[src/rtl/relay_pkg.sv]
// Shared types and constants for the relay bank controller.
package relay_pkg;

  typedef enum logic [1:0] {
    ST_OFF     = 2'd0,
    ST_PEND_ON = 2'd1,
    ST_ON_HOLD = 2'd2,
    ST_ON      = 2'd3
  } relay_state_e;

  localparam logic MODE_FOLLOW = 1'b0;
  localparam logic MODE_TOGGLE = 1'b1;

  localparam logic LVL_LOW  = 1'b0;
  localparam logic LVL_HIGH = 1'b1;

  function automatic logic relay_is_on(input relay_state_e s);
    return (s == ST_ON_HOLD) || (s == ST_ON);
  endfunction

endpackage

[src/rtl/relay_debounce.sv]
// One channel: 2-flop synchroniser followed by a stable-count debouncer.
module relay_debounce
  import relay_pkg::*;
#(
  parameter int unsigned DEBOUNCE_CYCLES = 50000
) (
  input  logic Clk_i,
  input  logic Reset_i,
  input  logic Switch_i,
  output logic Level_o,
  output logic Rise_o
);

  localparam int unsigned CNT_W = $clog2(DEBOUNCE_CYCLES + 1);
  localparam logic [CNT_W-1:0] CNT_LAST = CNT_W'(DEBOUNCE_CYCLES - 1);

  logic             s1_q, s2_q;
  logic             db_q, db_d;
  logic [CNT_W-1:0] cnt_q, cnt_d;
  logic             settle;

  // The level updates on the edge that would make the count reach DEBOUNCE_CYCLES.
  assign settle = (s2_q != db_q) && (cnt_q == CNT_LAST);

  always_comb begin
    cnt_d = cnt_q;
    db_d  = db_q;
    if (s2_q == db_q) begin
      cnt_d = '0;
    end else if (settle) begin
      cnt_d = '0;
      db_d  = s2_q;
    end else begin
      cnt_d = cnt_q + 1'b1;
    end
  end

  always_ff @(posedge Clk_i or posedge Reset_i) begin
    if (Reset_i) begin
      s1_q  <= LVL_LOW;
      s2_q  <= LVL_LOW;
      db_q  <= LVL_LOW;
      cnt_q <= '0;
    end else begin
      s1_q  <= Switch_i;
      s2_q  <= s1_q;
      db_q  <= db_d;
      cnt_q <= cnt_d;
    end
  end

  assign Level_o = db_q;
  assign Rise_o  = settle && (s2_q == LVL_HIGH);

endmodule

[src/rtl/relay_bank_ctrl.sv]
// Multi-channel relay driver: debounced requests, per-channel hold FSM and a
// shared stagger scheduler that spaces relay turn-ons.
module relay_bank_ctrl
  import relay_pkg::*;
#(
  parameter int unsigned NUM_CH          = 4,
  parameter int unsigned DEBOUNCE_CYCLES = 50000,
  parameter int unsigned MIN_HOLD_CYCLES = 100000,
  parameter int unsigned STAGGER_CYCLES  = 20000,
  parameter bit          ACTIVE_LOW_OUT  = 1'b0
) (
  input  logic              Clk_i,
  input  logic              Reset_i,
  input  logic [NUM_CH-1:0] Switch_i,
  input  logic [NUM_CH-1:0] Mode_i,
  input  logic              Enable_i,
  output logic [NUM_CH-1:0] Relay_o,
  output logic              Busy_o
);

  localparam int unsigned HOLD_W = (MIN_HOLD_CYCLES > 1) ? $clog2(MIN_HOLD_CYCLES) : 1;
  localparam int unsigned STAG_W = (STAGGER_CYCLES > 1) ? $clog2(STAGGER_CYCLES) : 1;
  localparam logic [HOLD_W-1:0] HOLD_LAST = HOLD_W'(MIN_HOLD_CYCLES - 1);
  localparam logic [STAG_W-1:0] STAG_LOAD = STAG_W'(STAGGER_CYCLES - 1);

  logic [NUM_CH-1:0] db, db_rise, req;
  logic [NUM_CH-1:0] mode_q;
  logic [NUM_CH-1:0] tog_q, tog_d;
  logic [NUM_CH-1:0] grant, pend;
  logic [NUM_CH-1:0] relay_q, relay_d;
  logic              grant_taken;

  relay_state_e      state_q [NUM_CH];
  relay_state_e      state_d [NUM_CH];
  logic [HOLD_W-1:0] hold_q  [NUM_CH];
  logic [HOLD_W-1:0] hold_d  [NUM_CH];
  logic [STAG_W-1:0] stag_q, stag_d;

  for (genvar g = 0; g < NUM_CH; g++) begin : g_ch
    relay_debounce #(
      .DEBOUNCE_CYCLES(DEBOUNCE_CYCLES)
    ) u_debounce (
      .Clk_i   (Clk_i),
      .Reset_i (Reset_i),
      .Switch_i(Switch_i[g]),
      .Level_o (db[g]),
      .Rise_o  (db_rise[g])
    );
  end

  // Toggle flips on the same edge the debounced level rises, so both modes share latency.
  always_comb begin
    tog_d = tog_q;
    req   = '0;
    for (int unsigned i = 0; i < NUM_CH; i++) begin
      if (!Enable_i) begin
        tog_d[i] = 1'b0;
      end else if ((Mode_i[i] == MODE_TOGGLE) && (mode_q[i] == MODE_FOLLOW)) begin
        tog_d[i] = db[i];
      end else if (db_rise[i]) begin
        tog_d[i] = ~tog_q[i];
      end
      req[i] = (mode_q[i] == MODE_TOGGLE) ? tog_q[i] : db[i];
    end
  end

  always_comb begin
    grant       = '0;
    grant_taken = 1'b0;
    for (int unsigned i = 0; i < NUM_CH; i++) begin
      if (!grant_taken && (stag_q == '0) && Enable_i && req[i] &&
          (state_q[i] == ST_PEND_ON)) begin
        grant[i]    = 1'b1;
        grant_taken = 1'b1;
      end
    end
  end

  always_comb begin
    pend    = '0;
    relay_d = '0;
    for (int unsigned i = 0; i < NUM_CH; i++) begin
      state_d[i] = state_q[i];
      hold_d[i]  = hold_q[i];
      pend[i]    = (state_q[i] == ST_PEND_ON);
      if (!Enable_i) begin
        state_d[i] = ST_OFF;
        hold_d[i]  = '0;
      end else begin
        unique case (state_q[i])
          ST_OFF: begin
            if (req[i]) state_d[i] = ST_PEND_ON;
          end
          ST_PEND_ON: begin
            if (!req[i]) begin
              state_d[i] = ST_OFF;
            end else if (grant[i]) begin
              state_d[i] = ST_ON_HOLD;
              hold_d[i]  = '0;
            end
          end
          ST_ON_HOLD: begin
            if (hold_q[i] == HOLD_LAST) state_d[i] = ST_ON;
            else                        hold_d[i]  = hold_q[i] + 1'b1;
          end
          ST_ON: begin
            if (!req[i]) state_d[i] = ST_OFF;
          end
          default: state_d[i] = ST_OFF;
        endcase
      end
      relay_d[i] = relay_is_on(state_d[i]) ^ ACTIVE_LOW_OUT;
    end
  end

  always_comb begin
    stag_d = stag_q;
    if (|grant)              stag_d = STAG_LOAD;
    else if (stag_q != '0)   stag_d = stag_q - 1'b1;
  end

  always_ff @(posedge Clk_i or posedge Reset_i) begin
    if (Reset_i) begin
      mode_q  <= '0;
      tog_q   <= '0;
      stag_q  <= '0;
      relay_q <= {NUM_CH{ACTIVE_LOW_OUT}};
      for (int unsigned i = 0; i < NUM_CH; i++) begin
        state_q[i] <= ST_OFF;
        hold_q[i]  <= '0;
      end
    end else begin
      mode_q  <= Mode_i;
      tog_q   <= tog_d;
      stag_q  <= stag_d;
      relay_q <= relay_d;
      for (int unsigned i = 0; i < NUM_CH; i++) begin
        state_q[i] <= state_d[i];
        hold_q[i]  <= hold_d[i];
      end
    end
  end

  assign Relay_o = relay_q;
  assign Busy_o  = (|pend) || (stag_q != '0);

endmodule

[config.mk]
export PLATFORM = sky130hd
export DESIGN_NAME = relay_bank_ctrl
export DESIGN_NICKNAME = d
export VERILOG_FILES = /design/src/rtl/relay_pkg.sv /design/src/rtl/relay_debounce.sv /design/src/rtl/relay_bank_ctrl.sv
export SDC_FILE = /design/constraint.sdc
export NUM_CORES = 1
export LEC_CHECK = 0
export CORE_MARGIN = 2
export CORE_UTILIZATION = 45
export DETAILED_ROUTE_END_ITERATION = 8
export GPL_TIMING_DRIVEN = 0
export PLACE_DENSITY = 0.72
export RECOVER_POWER = 50
export SYNTH_ARGS = -nofsm -noshare
export SYNTH_HDL_FRONTEND = slang
export SYNTH_HIERARCHICAL = 1
export SYNTH_SLANG_ARGS = --single-unit
[constraint.sdc]
create_clock -name Clk_i -period 3.88 [get_ports Clk_i]
set_input_delay 0.582 -clock Clk_i [delete_from_list [all_inputs] [get_ports Clk_i]]
set_output_delay 0.582 -clock Clk_i [all_outputs]
set_load 0.01 [all_outputs]
==> results.toml, run 1 <==
[setup_path]
r2r_setup_slack_ns = 1.35
start_kind = "flop"
crit_chain = "inv_1, ha_1, nor4b_2, and4_2, buf_4, nand2_1, clkdlybuf4s50_1"
ff2ff_path_depth = 8
r2r-end = "hold_q[45]"
slowest_stage = "clkdlybuf4s50_1"
end_kind = "output pin"
crit_fanout = 7
critPathRequiredTime_ns = 3.30
r2r_start = "stag_q[0]"
max_stage_delay_ns = 0.51
crit_arrival_ns = 2.53
worstSetupPathType = "reg2out"

[die]
dieArea_um2 = 21830
die_y_um = 147.8
die_x_um = 147.8
core_um2 = 20230
placementRows = 52
ios = 16
initial_core_util_pct = 45.96

[cells_and_area]
antennaDiodeCount = 0
fin_nets = 988
area_growth_pct = 11.05
fillCellCount = 1848
finalInstanceArea_um2 = 10330
final_util_pct = 51.03
multi_input_area_um2 = 4514
regArea_um2 = 4479
drive_gt1_share_pct = 11.15

[synth]
synthesis.area_um2 = 9299
synthTopCellsByArea = "dfrtp_1 (48%), xnor2_1 (7.2%), nor2_1 (4.3%)"
ys_seq_area_share_pct = 48.17
avgSynthCellArea_um2 = 9.977
synthDistinctLibCells = 82
async_flop_share_pct = 100.0
yosys_warnings = 6
synth_edf_count = 0
ys_ff_latch = 179
synth_fp_nets = 953
synthCells = 932
netlist.area_leader.share_pct = 48.17
ys.flop_type = "dfrtp_1"
yosysTopAreaCell = "dfrtp_1"

[clocking]
cts_htree_levels = 4
cts.repair.resized = 0
numClockSinks = 179
cts_hold_buf = 0
cts_root_buffer = "clkbuf_16"
path_clk_slew_ns = 0.07
clockBufferDepth = 2
cts_tree = "yes"
cts_setup_buffers = 0
cts_made_buffers = 17
clock_latency_ns = 0.42

[worst_hold_path]
hp-class = "reg2reg"
whs_path_depth = 0
min_to = "g_ch[1].u_debounce/s2_q"
min_from = "g_ch[1].u_debounce/s1_q"

[sta]
fin_skew_ns = 0.01321
slew_viol_final = 41
rsz0062_at_grt = "false"
finalHoldViolations = 0
finalCriticalPeriod_ns = 3.109
max_slew_margin_pct = -26.12
timing.hold.ws_ns = 0.3470
finalSetupTns_ns = 0
setup_viol_count_final = 0
tightest_slew_ns = 1.881
fin_crit_sh_pct = 80.13
max_freq_mhz = 321.6

[global_route]
grt-ovfl-total = 0
grt.total_usage_pct = 18.12
grt_first_pass_wirelength_mm = 32.73
grt_max_degree = 64
grt_pass1_vias = 6827
antenna_found_initial = 0

[power]
p_per_area_nw_per_um2 = 353.3
ir_drop_mv = 0.2615
p_leak_nw = 4.137

[place]
port_buffers = 15
dp_hpwl_mm = 12.67
place_congestion = 0.8211
place_area_um2 = 9817

[status]
outcome = "complete, but fails checks"
violations = "capacitance limit, slew limit"

[drt]
routed_wl_mm = 18.32
drc = 0
first_iter_violations = 436
vias = 6928
routed_via_density = 5.551
drtPass1Iterations = 4
wl_per_cell_um = 14.68
antenna_left = 0

[flow_run]
cap_violations = 1
==> registers in the layout, summed over array words and instances, names as in the netlist <==
| signal | flops |
|---|---|
| hold_q | 68 |
| g_ch.u_debounce/s1_q | 4 |
| g_ch.u_debounce/cnt_q | 64 |
| state_q | 8 |
| stag_q | 15 |
| g_ch.u_debounce/s2_q | 4 |
| tog_q | 4 |
| Relay_o | 4 |
| g_ch.u_debounce/Level_o | 4 |
| mode_q | 4 |
==> worst max-delay path by stage <==
stage,cells past startpoint,end,slack [ns],from
floorplan,1,Relay_o[0],0.59,Reset_i
global placement,2,hold_q[52],-1.24,Reset_i
detailed placement,6,Relay_o[2],0.86,Enable_i
CTS,7,Busy_o,0.80,stag_q[0]
global route,7,Busy_o,0.66,stag_q[0]
finish,7,Busy_o,0.77,stag_q[0]
==> report_power, final <==
group / switching, W / total [W] / internal, W
Clock: 0.000696 / 0.00161 / 0.000915
Combinational: 0.0000915 / 0.000132 / 0.0000401
Sequential: 0.0000207 / 0.00191 / 0.00189
==> kinds of logic after synthesis <==
logic type	share of synthesized area, %
multiplexers	1.224
buffers and inverters	3.000
adder cells (fa/ha/maj)	1.346
XOR/XNOR	9.230
AO/OA/AOI/OAI	9.271
flip-flops	48.17
AND/OR/NAND/NOR	27.76
==> cell usage after synthesis, types with 3 or more instances <==
cell / instances
a2111oi_0: 5
a211o_1: 6
a211oi_1: 4
a21oi_1: 28
a221oi_1: 3
a31o_2: 3
and2_1: 7
and3_1: 15
and3_2: 7
and4_1: 6
and4_2: 3
and4bb_2: 3
buf_2: 7
buf_6: 5
clkbuf_1: 8
dfrtp_1: 179
ha_1: 10
inv_1: 37
mux2_2: 7
nand2_1: 72
nand2_2: 3
nand3_1: 49
nand4_1: 36
nand4_2: 9
nand4b_1: 4
nor2_1: 107
nor2_2: 3
nor2b_1: 3
nor3_1: 37
nor3b_1: 5
nor4_1: 10
nor4_2: 7
nor4b_1: 5
nor4b_2: 4
nor4bb_1: 9
o21ai_0: 41
o22ai_1: 3
o311a_1: 4
o31ai_1: 11
or3_1: 13
or4_1: 5
or4_2: 3
xnor2_1: 76
xor2_1: 22
==> final cells by class <==
class                   instances  share of cell area, %
plain buffers                  22                  1.248
clock inverters                 7                 0.7391
inverters                      38                  1.393
repair buffers                 16                  1.721
well taps                     270                  3.272
flip-flops and latches        179                  43.38
clock buffers                  23                  4.532
multi-input cells             693                  43.72
==> worst max-delay path: cells and delay by family, from the launching register on <==
family / cells / cell delay, ns
buffers and inverters: 3 / 0.79
adders and majority gates: 1 / 0.16
DFF: 1 / 0.40
and+or+nand+nor: 3 / 0.77
==> layout by cell type (no fill, tap or decap), types with 9 or more instances in the layout <==
cell type / n
a21oi_1: 28
and3_1: 15
clkbuf_1: 13
clkbuf_16: 17
dfrtp_1: 179
dlygate4sd3_1: 9
ha_1: 10
inv_1: 36
nand2_1: 75
nand3_1: 49
nand4_1: 39
nor2_1: 107
nor3_1: 37
nor4_1: 10
nor4bb_1: 9
o21ai_0: 41
o31ai_1: 11
or3_1: 13
xnor2_1: 76
xor2_1: 22
==> per-stage QoR <==
stage               worst slack (ns)  instances  power [W]
detailed placement            0.8604       1218   0.002079
CTS                           0.8041       1248   0.003697
finish                        0.7709       1248   0.003649
floorplan                     0.5942        932   0.002027
global route                  0.6577       1248   0.003799
global placement              -1.243       1217   0.002073
==> routing by layer <==
metal / wire, um / global-route usage (%) / share of wire (%) / vias to the layer above
met5: 0 / 0 / 0 / -
met2: 8746 / 29.26 / 48 / 73
met1: 8905 / 25.13 / 49 / 3429
met4: 193 / 4.279 / 1.1 / 0
met3: 471 / 3.920 / 2.6 / 13
li1: - / - / - / 3413
Note: power is estimated with default switching activity, not from simulation.
==> run 2, diff against run 1 <==
==> constraint.sdc (replaced) <==
create_clock -name Clk_i -period 3.2 [get_ports Clk_i]
set_input_delay 0.48 -clock Clk_i [delete_from_list [all_inputs] [get_ports Clk_i]]
set_output_delay 0.48 -clock Clk_i [all_outputs]
set_load 0.01 [all_outputs]
==> results.toml, run 2 (synthesized netlist as in run 1, its figures left out) <==
[cells_and_area]
fillCellCount = 1848
mostFrequentLayoutCell = "dfrtp_1"
largest_reg_flops = 68
multi_input_area_um2 = 4514
regArea_um2 = 4479
antennaDiodeCount = 0
fin_nets = 988
final_cell_mix = "dfrtp_1 (179), nor2_1 (107), xnor2_1 (76)"
top_regs = "hold_q x68, g_ch.u_debounce/cnt_q x64, stag_q x15"
area_growth_pct = 11.13
final_util_pct = 51.07
regMostFlops = "hold_q"
drive_gt1_share_pct = 11.25

[die]
initial_core_util_pct = 45.96
placementRows = 52
dieArea_um2 = 21830
die_y_um = 147.8
ios = 16
die_x_um = 147.8
core_um2 = 20230

[sta]
slew_viol_final = 41
finalCriticalPeriod_ns = 3.006
max_slew_margin_pct = -26.21
fin_crit_sh_pct = 93.95
finalHoldViolations = 0
timing.hold.ws_ns = 0.3494
setup_viol_count_final = 0
tightest_slew_ns = 1.883
max_freq_mhz = 332.6
rsz0062_at_grt = "false"
fin_skew_ns = 0.01298

[drt]
drtPass1Iterations = 4
routed_wl_mm = 18.29
routed_via_density = 5.569
vias = 6950
antenna_left = 0
first_iter_violations = 436
drc = 0
wl_per_cell_um = 14.66

[power]
ir_drop_mv = 0.3167
p_per_area_nw_per_um2 = 428.0
p_leak_nw = 4.142

[status]
violations = "capacitance limit, slew limit"
outcome = "complete, but fails checks"

[clocking]
cts.repair.resized = 0
cts_tree = "yes"
clock_latency_ns = 0.42
path_clk_slew_ns = 0.07
numClockSinks = 179
cts_root_buffer = "clkbuf_16"
cts_htree_levels = 4
cts_setup_buffers = 0
cts_hold_buf = 0
cts_made_buffers = 17
clockBufferDepth = 2

[worst_hold_path]
hp-class = "reg2reg"
whs_path_depth = 0

[global_route]
grt-ovfl-total = 0
grt_first_pass_wirelength_mm = 32.73
grt_max_degree = 64
antenna_found_initial = 0
grt.total_usage_pct = 18.12
grt_pass1_vias = 6827

[setup_path]
crit_arrival_ns = 2.53
worstSetupPathType = "reg2out"
crit_fanout = 7
ff2ff_path_depth = 8
start_kind = "flop"
end_kind = "output pin"
critPathRequiredTime_ns = 2.72

[place]
dp_hpwl_mm = 12.67
port_buffers = 15
place_congestion = 0.8211

[flow_run]
cap_violations = 1
## run 2: changes by cell type in the layout (fill, tap and decap cells not counted), sizes merged
cell | previous run | this run
buf | 14 | 15
clkbuf | 32 | 31
## run 2: path summary, 6_finish.rpt
kind,slack [ns],to,start
setup / recovery,0.19,Busy_o,stag_q[0]
max in group asynchronous,1.05,hold_q[42],Reset_i
min in group asynchronous,0.80,g_ch[3].u_debounce/cnt_q[3],Reset_i
hold reg to reg,0.35,g_ch[1].u_debounce/s2_q,g_ch[1].u_debounce/s1_q
setup reg to reg,0.67,hold_q[45],stag_q[0]
hold / removal,0.35,g_ch[1].u_debounce/s2_q,g_ch[1].u_debounce/s1_q
## run 2: area by class of cell
| type | instances | share of cell area (%) |
|---|---|---|
| plain buffers | 22 | 1.320 |
| clock buffers | 23 | 4.528 |
| clock inverters | 7 | 0.7386 |
| inverters | 38 | 1.392 |
| multi-input cells | 693 | 43.69 |
| flip-flops and latches | 179 | 43.35 |
| well taps | 270 | 3.269 |
| repair buffers | 16 | 1.719 |
## run 2: stage by stage
stage | worst slack, ns | area [um2] | instances | setup TNS [ns] | power, W
floorplan | 0.01616 | 9299 | 932 | 0 | 0.002457
global placement | -1.821 | 9787 | 1217 | -186.66 | 0.002513
finish | 0.1936 | 10330 | 1248 | 0 | 0.004422
detailed placement | 0.2824 | 9817 | 1218 | 0 | 0.002521
CTS | 0.2261 | 10360 | 1248 | 0 | 0.004483
global route | 0.07972 | 10330 | 1248 | 0 | 0.004607
## run 2: routing by layer
| layer | wire, um | track usage [%] | up-vias | part of all wire (%) |
|---|---|---|---|---|
| li1 | - | - | 3415 | - |
| met1 | 8859 | 25.13 | 3439 | 48 |
| met2 | 8755 | 29.26 | 81 | 48 |
| met3 | 479 | 3.920 | 15 | 2.6 |
| met4 | 196 | 4.279 | 0 | 1.1 |
| met5 | 0 | 0 | - | 0 |
## run 2: power by group
part | total, W | internal, W | switching [W]
combinational | 0.000161 | 0.0000496 | 0.000111
sequential | 0.00231 | 0.00229 | 0.0000250
clock | 0.00195 | 0.00111 | 0.000841
## run 2: worst max-delay path, cell delays in order, from the launching register on
cell	delay [ns]
dfrtp_1	0.40
inv_1	0.13
ha_1	0.16
nor4b_2	0.38
and4_2	0.29
buf_4	0.15
nand2_1	0.10
clkdlybuf4s50_1	0.51
